## src/rtl/mem_stage_pkg.sv

```systemverilog
// Shared definitions for the memory-access stage: bus widths, load/store
// opcodes, funct3 codes, FSM state encoding and the alignment rule.
package mem_stage_pkg;

  localparam int InstBus    = 32;
  localparam int RegBus     = 32;
  localparam int RegAddrBus = 5;
  localparam int MemAddrBus = 32;

  localparam logic [6:0] INST_TYPE_L = 7'b0000011;
  localparam logic [6:0] INST_TYPE_S = 7'b0100011;

  localparam logic [2:0] INST_LB  = 3'b000;
  localparam logic [2:0] INST_LH  = 3'b001;
  localparam logic [2:0] INST_LW  = 3'b010;
  localparam logic [2:0] INST_LBU = 3'b100;
  localparam logic [2:0] INST_LHU = 3'b101;
  localparam logic [2:0] INST_SB  = 3'b000;
  localparam logic [2:0] INST_SH  = 3'b001;
  localparam logic [2:0] INST_SW  = 3'b010;

  typedef enum logic [1:0] {
    ST_IDLE = 2'd0,
    ST_REQ  = 2'd1,
    ST_WAIT = 2'd2,
    ST_DONE = 2'd3
  } mem_state_e;

  // funct3[1:0] gives the access size for loads and stores alike.
  function automatic logic is_misaligned(input logic [2:0] funct3, input logic [1:0] idx);
    case (funct3[1:0])
      2'b01:   return idx == 2'd3;
      2'b10:   return idx != 2'd0;
      default: return 1'b0;
    endcase
  endfunction

endpackage

```

## src/rtl/mem_align.sv

```systemverilog
// Combinational lane steering: store byte enables / replicated write data,
// and load byte/half extraction with sign or zero extension.
module mem_align
  import mem_stage_pkg::*;
(
  input  logic [2:0]        funct3,
  input  logic [1:0]        waddr_index,
  input  logic [1:0]        raddr_index,
  input  logic [RegBus-1:0] store_data,
  input  logic [RegBus-1:0] load_word,
  output logic [3:0]        store_be,
  output logic [RegBus-1:0] store_wdata,
  output logic [RegBus-1:0] load_data
);

  logic [7:0]  load_byte;
  logic [15:0] load_half;

  always_comb begin
    store_be    = 4'b1111;
    store_wdata = store_data;
    case (funct3)
      INST_SB: begin
        store_be    = 4'b0001 << waddr_index;
        store_wdata = {4{store_data[7:0]}};
      end
      INST_SH: begin
        store_be    = waddr_index[1] ? 4'b1100 : 4'b0011;
        store_wdata = {2{store_data[15:0]}};
      end
      default: ;
    endcase
  end

  always_comb begin
    load_byte = load_word[{raddr_index, 3'b000} +: 8];
    load_half = raddr_index[1] ? load_word[31:16] : load_word[15:0];
    load_data = load_word;
    case (funct3)
      INST_LB:  load_data = {{24{load_byte[7]}}, load_byte};
      INST_LBU: load_data = {24'h000000, load_byte};
      INST_LH:  load_data = {{16{load_half[15]}}, load_half};
      INST_LHU: load_data = {16'h0000, load_half};
      default:  ;
    endcase
  end

endmodule

```

## src/rtl/mem_stage.sv

```systemverilog
// Memory-access stage: drives the req/gnt/rvalid data bus for loads and
// stores, stalls the pipeline while an access is outstanding, and forms write-back.
module mem_stage
  import mem_stage_pkg::*;
#(
  parameter int BUS_TIMEOUT = 255,
  parameter int TMO_W       = 8
) (
  input  logic                  clk,
  input  logic                  rst,
  input  logic [InstBus-1:0]    inst_i,
  input  logic [InstBus-1:0]    inst_addr_i,
  input  logic                  reg_we_i,
  input  logic [RegAddrBus-1:0] reg_waddr_i,
  input  logic [RegBus-1:0]     reg_wdata_i,
  input  logic [RegBus-1:0]     reg2_rdata_i,
  input  logic [MemAddrBus-1:0] op1_add_op2_res_i,
  input  logic [1:0]            mem_raddr_index_i,
  input  logic [1:0]            mem_waddr_index_i,
  output logic                  mem_req_o,
  output logic                  mem_we_o,
  output logic [MemAddrBus-1:0] mem_addr_o,
  output logic [RegBus-1:0]     mem_wdata_o,
  output logic [3:0]            mem_be_o,
  input  logic                  mem_gnt_i,
  input  logic                  mem_rvalid_i,
  input  logic [RegBus-1:0]     mem_rdata_i,
  output logic                  hold_req_o,
  output logic [InstBus-1:0]    inst_o,
  output logic [InstBus-1:0]    inst_addr_o,
  output logic                  reg_we_o,
  output logic [RegAddrBus-1:0] reg_waddr_o,
  output logic [RegBus-1:0]     reg_wdata_o,
  output logic                  misalign_o,
  output logic                  bus_err_o
);

  mem_state_e        state_reg, state_next;
  logic [TMO_W-1:0]  tmo_cnt_reg, tmo_cnt_next;
  logic [RegBus-1:0] rdata_reg;
  logic              bus_err_reg, bus_err_next;

  logic [2:0]        funct3;
  logic              is_load, is_store, is_mem, misaligned, issue, tmo_hit;
  logic [3:0]        store_be;
  logic [RegBus-1:0] store_wdata, load_data;

  assign funct3     = inst_i[14:12];
  assign is_load    = inst_i[6:0] == INST_TYPE_L;
  assign is_store   = inst_i[6:0] == INST_TYPE_S;
  assign is_mem     = is_load || is_store;
  assign misaligned = is_mem && is_misaligned(funct3, is_load ? mem_raddr_index_i : mem_waddr_index_i);
  assign issue      = (state_reg == ST_IDLE) && is_mem && !misaligned;
  // The cycle that enters REQ/WAIT counts as the first cycle of the budget.
  assign tmo_hit    = (tmo_cnt_reg + TMO_W'(1)) == TMO_W'(BUS_TIMEOUT);

  mem_align u_align (
    .funct3      (funct3),
    .waddr_index (mem_waddr_index_i),
    .raddr_index (mem_raddr_index_i),
    .store_data  (reg2_rdata_i),
    .load_word   (rdata_reg),
    .store_be    (store_be),
    .store_wdata (store_wdata),
    .load_data   (load_data)
  );

  always_ff @(posedge clk or posedge rst) begin
    if (rst) begin
      state_reg   <= ST_IDLE;
      tmo_cnt_reg <= '0;
      rdata_reg   <= '0;
      bus_err_reg <= 1'b0;
    end else begin
      state_reg   <= state_next;
      tmo_cnt_reg <= tmo_cnt_next;
      bus_err_reg <= bus_err_next;
      if (state_reg == ST_WAIT && mem_rvalid_i)
        rdata_reg <= mem_rdata_i;
    end
  end

  // Completing the handshake takes priority over a timeout in the same cycle.
  always_comb begin
    state_next   = state_reg;
    tmo_cnt_next = '0;
    bus_err_next = 1'b0;
    case (state_reg)
      ST_IDLE: begin
        if (issue) begin
          tmo_cnt_next = TMO_W'(1);
          if (mem_gnt_i) state_next = is_store ? ST_DONE : ST_WAIT;
          else           state_next = ST_REQ;
        end
      end
      ST_REQ: begin
        if (mem_gnt_i) begin
          state_next   = is_store ? ST_DONE : ST_WAIT;
          tmo_cnt_next = TMO_W'(1);
        end else if (tmo_hit) begin
          state_next   = ST_DONE;
          bus_err_next = 1'b1;
        end else begin
          tmo_cnt_next = tmo_cnt_reg + TMO_W'(1);
        end
      end
      ST_WAIT: begin
        if (mem_rvalid_i) begin
          state_next = ST_DONE;
        end else if (tmo_hit) begin
          state_next   = ST_DONE;
          bus_err_next = 1'b1;
        end else begin
          tmo_cnt_next = tmo_cnt_reg + TMO_W'(1);
        end
      end
      default: state_next = ST_IDLE;
    endcase
  end

  always_comb begin
    mem_req_o   = !rst && (issue || state_reg == ST_REQ);
    hold_req_o  = !rst && (issue || state_reg == ST_REQ || state_reg == ST_WAIT);
    mem_we_o    = mem_req_o && is_store;
    mem_be_o    = mem_req_o ? (is_store ? store_be : 4'b1111) : 4'b0000;
    mem_addr_o  = op1_add_op2_res_i & ~MemAddrBus'(3);
    mem_wdata_o = store_wdata;
    misalign_o  = !rst && state_reg == ST_IDLE && misaligned;
    bus_err_o   = bus_err_reg;
    inst_o      = inst_i;
    inst_addr_o = inst_addr_i;
    reg_waddr_o = reg_waddr_i;
    reg_wdata_o = (state_reg == ST_DONE && is_load) ? load_data : reg_wdata_i;
    reg_we_o    = is_mem ? (reg_we_i && is_load && state_reg == ST_DONE && !bus_err_reg)
                         : reg_we_i;
  end

endmodule

```

## config.mk

```make
export PLATFORM = sky130hd
export DESIGN_NAME = mem_stage
export DESIGN_NICKNAME = d
export VERILOG_FILES = /design/src/rtl/mem_stage_pkg.sv /design/src/rtl/mem_align.sv /design/src/rtl/mem_stage.sv
export SDC_FILE = /design/constraint.sdc
export NUM_CORES = 1
export LEC_CHECK = 0
export ABC_AREA = 1
export BUFFER_PORTS_ARGS = -buffer_cell sky130_fd_sc_hd__buf_2
export CAP_MARGIN = 20
export CORE_AREA = 2 2 148 150
export DETAILED_ROUTE_END_ITERATION = 6
export DIE_AREA = 0 0 150 152
export GPL_ROUTABILITY_DRIVEN = 0
export GPL_TIMING_DRIVEN = 0
export SYNTH_ARGS = -nofsm -noshare
export SYNTH_HDL_FRONTEND = slang
export SYNTH_HIERARCHICAL = 1
export SYNTH_SLANG_ARGS = --single-unit
```

## constraint.sdc

```tcl
create_clock -name clk -period 1.8 [get_ports clk]
set_clock_uncertainty 0.15 [all_clocks]
set_input_delay 0.18 -clock clk [delete_from_list [all_inputs] [get_ports clk]]
set_output_delay 0.18 -clock clk [all_outputs]
set_load 0.01 [all_outputs]
```

==> results of run 1 <==
layout by cell type, fill, tap and decap left out, types with 14 or more instances in the layout:
cell	n
buf_2	282
buf_4	139
buf_6	15
dfrtp_1	38
dlygate4sd3_1	34
inv_1	56
nand2_1	317
nand2_2	42
nand2_4	16
nand3_1	33
nand3_2	16
nor2_1	23
o21ai_0	14
routing by layer:
layer,GRT usage,vias up,share of wire
met3,0.0171,18,0.074
met4,0.0400,0,0.014
met1,0.204,2738,0.39
li1,-,2974,-
met2,0.315,279,0.52
met5,0,-,0
critical path, cell delays in order (launching register included):
cell       delay (ps)
dfrtp_2           420
ha_4              170
inv_4              40
nor2_4            110
buf_12            160
clkinv_16          90
buf_12            150
nand2_1            70
nand2_2            80
buf_6             120
final timing paths:
path	slack [ps]	depth (start not counted)	to	start
max in group asynchronous	530	4	rdata_reg[1]	rst
min in group asynchronous	300	3	tmo_cnt_reg[3]	rst
worst min-delay path	150	4	bus_err_o	mem_gnt_i
worst min register to register	330	2	rdata_reg[4]	rdata_reg[4]
worst max register to register	60	8	rdata_reg[2]	state_reg[1]
worst max-delay path	-230	9	reg_wdata_o[9]	state_reg[0]
per-stage QoR:
stage | cell area (sq um) | util
after floorplan | 4640 | -
after global placement | 6420 | 0.301
after detailed placement | 6420 | 0.301
after CTS | 7520 | 0.352
after global routing | 7940 | 0.372
final | 7940 | 0.372
cells in the mapped netlist:
cell type	n	area (sq um)
nor2_2	4	25.0
ha_1	8	100
a21boi_2	1	11.3
nand4_1	3	18.8
clkbuf_1	6	22.5
nor2_4	4	45.0
conb_1	1	3.75
buf_6	5	56.3
o21a_1	2	15.0
buf_4	111	833
inv_1	63	236
o21ai_1	12	60.1
nand3_2	3	30.0
o211ai_1	5	37.5
a21oi_1	8	40.0
dfrtp_1	43	1080
nand4_4	1	21.3
o21bai_1	2	15.0
inv_2	7	26.3
clkinv_1	1	3.75
o21ai_0	16	80.1
nand3_1	47	235
nand2_4	3	33.8
buf_2	12	60.1
or2_2	3	18.8
a22oi_1	1	7.51
nor2_1	25	93.8
nand2_1	366	1370
nand2_2	8	50.1
power breakdown:
part           total (mW)  internal, mW  switching [mW]  leakage, nW
Clock               0.875         0.512           0.363       0.0669
Sequential           1.75          1.35           0.405        0.543
Combinational        3.09          1.46            1.63         4.01
Total                5.71          3.32            2.40         4.62
logic make-up (layout without fill, tap and decap cells):
group / after synthesis / in the layout / share of synthesized area
AND/OR/NAND/NOR: 467 / 467 / 0.420
buffers and inverters: 205 / 574 / 0.267
AO/OA/AOI/OAI: 47 / 47 / 0.0576
flip-flops: 43 / 43 / 0.232
adder cells (fa/ha/maj): 8 / 8 / 0.0216
other: 1 / 4 / 0.000810
cell type report:
cell class | instances | area [sq um]
diodes | 2 | 5.00
plain buffers | 134 | 1060
clock buffers | 6 | 129
clock inverters | 2 | 12.5
fillers | 2263 | 13400
inverters | 71 | 308
multi-input cells | 524 | 2700
flip-flops and latches | 43 | 1080
well taps | 280 | 350
repair buffers | 360 | 2280
repair inverters | 1 | 5.00
repair_timing:
| action | CTS | global route |
|---|---|---|
| gates resized for setup | 101 | 70 |
| hold endpoints to repair | 53 | 10 |
| setup endpoints to repair | 76 | 93 |
| pin swaps | 27 | 22 |
| cloned | 5 | 2 |
| hold buffers | 33 | 1 |
| buffers inserted | 21 | 14 |
==> run_results.csv, run 1 <==
group,metric,value,unit
drt,routed_wl,21000,um
die,rows,54,
synthesis,syn_avg_cell_area,6.01,sq um
synthesis,ys_seq_area_frac,0.232,
drt,antenna_left,0,
pwr,power,5.71,mW
die,core,0.0214,sq mm
final_layout,largest_reg_flops,32,
clock_network,htreeDepth,2,
grt,grt_max_degree,23,
synthesis,synth_area,0.00463,sq mm
clock_network,cts.sinks,43,
final_layout,nNetsFinal,1354,
drt,first_pass_iters,7,
drt,drt_iter0_markers,436,
drt,vias,6009,
final_layout,final_cells,1423,
clock_network,clkSlewWorstSetupHoldPaths,60,ps
pwr,p_per_area,719,mW/mm^2
sta,final-hold-violation-count,0,
die,io_pins,381,
synthesis,ys_types,29,
synthesis,synth-seq-cells,43,
critical_path,startpoint_type,"flip-flop",
sta,fmax,492,MHz
critical_path,worstSetupEndpointType,"primary output",
synthesis,synthCells,771,
placement,dpl.hpwl,16700,um
status,violations,"negative setup slack",
sta,slew-limit-headroom,0.539,
clock_network,cts_made_buffers,5,
hold_path,hold_class,"in2reg",
grt,antenna_found_initial,2,
die,die_area,0.0228,sq mm
sta,period_needed,2030,ps
grt,grt_pass1_vias,5391,
die,fp.dieH,152,um
die,die_w,150,um
final_layout,syn_to_final_growth,71.5,%
pwr,leakage,4.62,nW
sta,rsz0062_at_grt,"yes",
synthesis,ys_warn_count,6,
clock_network,root_buffer,"clkbuf_16",
placement,io_buffers,287,
placement,pre_cts_ws,-412,ps
critical_path,cp_data_required_time,1470,ps
sta,whs,151,ps
drt,viasPerCell,4.22,
pwr,ir_worst_vdd,0.000632,V
placement,dp.cells,1339,
drt,routedWlPerCell,14.8,um
clock_network,clockBufferDepth,2,
sta,drv_slew,0,
sta,fin_setup_tns,-6970,ps
sta,worst_slew_pin_slew,688,ps
clock_network,clock_latency,280,ps
run,maxCapViolations,0,
grt,grt_use_total,0.168,
status,status,"finished with violations",
critical_path,crit_type,"reg2out",
die,initial_core_util,0.217,
critical_path,cp.arrival,1700,ps
final_layout,final_layout_size_suffix_gt1_frac,0.514,
sta,setup_ws,-231,ps
grt,grt_pass1_wl,29900,um
critical_path,cp_max_fo,8,
grt,gr-total-overflow,0,
clock_network,cts_tree,"yes",
drt,drc_errors,0,
sta,setup_viol,40,
sta,period_share,1.13,
(Power assumes the default switching activity.)
==> run 2, diff against run 1 <==
Settings changed: ABC_AREA 1 to unset, CORE_AREA 2 2 148 150 to 2 2 150 152, DIE_AREA 0 0 150 152 to 0 0 152 154.
==> run 2 against run 1 <==
Against the previous run:
- the flow still finishes with violations (negative setup slack)
- flip-flop and latch count unchanged
- area after synthesis down 3.7%
- synthesized cell count down 37%
- critical path type unchanged
- critical endpoint is now reg_wdata_o[20]
- largest power group unchanged
==> run_results.csv, run 2 <==
group,metric,value,unit
sta,final-hold-violation-count,0,
critical_path,rr_worst_depth,11,
drt,viasPerCell,4.21,
grt,gr-total-overflow,0,
synthesis,synthCells,484,
die,io_pins,381,
grt,antenna_found_initial,3,
drt,vias,4843,
sta,setup_viol,83,
die,rows,54,
synthesis,synth_top_family_by_area,"multiplexers",
synthesis,synth_ff_type,"dfrtp_1",
critical_path,rr_startpoint,"state_reg[0]",
die,core,0.0217,sq mm
sta,whs,119,ps
synthesis,synth_compound_area_frac,0.136,
synthesis,synth_xor_area_frac,0.0138,
sta,setup_ws,-789,ps
synthesis,synth_edf_count,0,
synthesis,ys_top_cells_by_count,"buf_4, mux2_2, dfrtp_1, nand2_1, mux2_1",
grt,grt_pass1_vias,4773,
critical_path,path_cells,"mux4_2 > and2_4 > a31oi_4 > buf_6 > nand2_2 > mux2_4 > buf_6",
critical_path,cp_data_required_time,1470,ps
hold_path,hold_class,"in2reg",
synthesis,syn_avg_cell_area,9.21,sq um
grt,grt_use_total,0.150,
critical_path,cp.arrival,2260,ps
clock_network,clkSlewWorstSetupHoldPaths,70,ps
sta,worst_slew_pin_slew,695,ps
clock_network,htreeDepth,2,
synthesis,synth_area_leaders,"dfrtp_1, buf_4, mux2_2, mux2_1, nand2_1",
synthesis,yosys.area_share.simple,0.125,
grt,grt_pass1_wl,27800,um
run,maxCapViolations,0,
pwr,leakage,4.21,nW
synthesis,ys_types,59,
final_layout,largest_reg_flops,32,
clock_network,clockBufferDepth,2,
status,status,"finished with violations",
critical_path,cpMostUsedCell,"buf_6",
pwr,p_per_area,808,mW/mm^2
critical_path,crit_type,"reg2out",
synthesis,synth_area,0.00446,sq mm
die,initial_core_util,0.206,
clock_network,cts.sinks,43,
sta,period_needed,2590,ps
critical_path,startpoint_type,"flip-flop",
drt,drt_iter0_markers,200,
clock_network,root_buffer,"clkbuf_16",
die,die_area,0.0234,sq mm
sta,slew-limit-headroom,0.534,
final_layout,nFillCells,2169,
synthesis,yosysTopAreaCell,"dfrtp_1",
synthesis,synth.most_common_cell,"buf_4",
critical_path,worstSetupEndpointType,"primary output",
synthesis,synth-seq-cells,43,
hold_path,holdPathStages,3,
critical_path,slowest_stage,"mux4_2",
synthesis,ys_seq_area_frac,0.241,
clock_network,cts_tree,"yes",
drt,first_pass_iters,4,
final_layout,syn_to_final_growth,85.9,%
placement,pre_cts_ws,-778,ps
drt,drc_errors,0,
placement,io_buffers,287,
grt,grt_max_degree,23,
final_layout,multi_input_area,0.00297,sq mm
clock_network,clock_latency,280,ps
synthesis,synthArstFlopShare,1.00,
drt,routed_wl,19500,um
placement,dpl.hpwl,14400,um
final_layout,design_area,0.00829,sq mm
die,fp.dieH,154,um
critical_path,cp_max_fo,5,
drt,routedWlPerCell,16.9,um
critical_path,max_stage_delay,490,ps
critical_path,crit_start,"rdata_reg[31]",
final_layout,nNetsFinal,1079,
final_layout,final_layout_size_suffix_gt1_frac,0.746,
die,die_w,152,um
hold_path,min_from,"mem_gnt_i",
sta,drv_slew,0,
final_layout,layout_commonest_cell,"buf_2",
pwr,power,6.70,mW
placement,placed_area,0.00634,sq mm
final_layout,utilization,0.382,
drt,antenna_left,0,
final_layout,final_cell_mix,"buf_2, buf_4, buf_6, mux2_2, mux2_4",
final_layout,seq_area,0.00108,sq mm
clock_network,cts_made_buffers,5,
status,violations,"negative setup slack",
synthesis,muxShareOfSynthArea,0.240,
sta,fmax,386,MHz
synthesis,synth_top_area_share,0.241,
synthesis,synth-adder-area-share,0.0225,
sta,period_share,1.44,
sta,rsz0062_at_grt,"yes",
synthesis,ys_warn_count,6,
pwr,ir_worst_vdd,0.000455,V
run 2: cell count changes in the layout (fill, tap and decap cells not counted), moves of 12 or more:
cell / change
buf_2: -34
nand3_2: -16
mux2_4: +41
a21oi_1: +13
nand3_1: -28
mux2_2: +45
nand2_4: -12
buf_6: +44
nand2_1: -292
nand2_2: -30
o21ai_1: -12
inv_1: -48
run 2: layer usage:
layer,global-route usage,wire (um),vias to the layer above,part of all wire
li1,-,-,2349,-
met5,0,0,-,0
met1,0.194,8100,2283,0.42
met4,0.0174,119,0,0.0061
met2,0.269,10000,200,0.52
met3,0.0265,1200,11,0.061
run 2: what timing repair did:
action | in CTS | in global routing
resized for setup | 193 | 50
gates cloned | 4 | 4
endpoints found under the setup margin | 106 | 86
hold buffers | 33 | 1
buffers inserted | 28 | 19
pin swaps | 18 | 23
endpoints found under the hold margin | 53 | 13
run 2: cells by family (layout without fill, tap and decap cells):
| logic type | count (synthesis) | count (layout) |
|---|---|---|
| muxes | 95 | 95 |
| AOI/OAI and AO/OA | 79 | 79 |
| DFF | 43 | 43 |
| buffers and inverters | 144 | 524 |
| xor gates and xnor gates | 7 | 7 |
| adders and majority gates | 8 | 8 |
| other | 1 | 6 |
| and+or+nand+nor | 107 | 108 |
run 2: final timing paths:
kind,slack (ps),end
min,120,tmo_cnt_reg[0]
min reg2reg,360,rdata_reg[0]
max,-790,reg_wdata_o[20]
max reg2reg,-230,tmo_cnt_reg[2]
min in group asynchronous,220,rdata_reg[3]
max in group asynchronous,530,rdata_reg[28]
run 2: metrics by stage:
step | instances | setup TNS [ps]
6_report | 1150 | -29160
5_1_grt | 1148 | -33600
4_1_cts | 1124 | -27250
3_5_place_dp | 1052 | -37940
3_3_place_gp | 1052 | -38270
2_1_floorplan | 485 | -6720
run 2: layout make-up:
class | instances | share of cell area
Inverter | 14 | 0.00860
Timing Repair Buffer | 371 | 0.314
Clock inverter | 3 | 0.00317
Timing Repair inverter | 2 | 0.00121
Sequential cell | 43 | 0.131
Multi-Input combinational cell | 299 | 0.358
Tap cell | 280 | 0.0423
Buffer | 129 | 0.126
Clock buffer | 5 | 0.0151
Antenna cell | 4 | 0.00121
run 2: where the power goes:
part | internal (mW) | leakage, nW | switching, mW | total, mW
logic | 2.28 | 3.61 | 1.72 | 4.00
clock network | 0.528 | 0.0748 | 0.424 | 0.952
registers | 1.38 | 0.519 | 0.362 | 1.74
run 2: critical path, delay by kind of cell (launching register included):
family / cells / cell delay, ps
mux: 2 / 770
buf+inv: 2 / 300
flops: 1 / 400
compound gates: 1 / 260
simple gates: 2 / 240
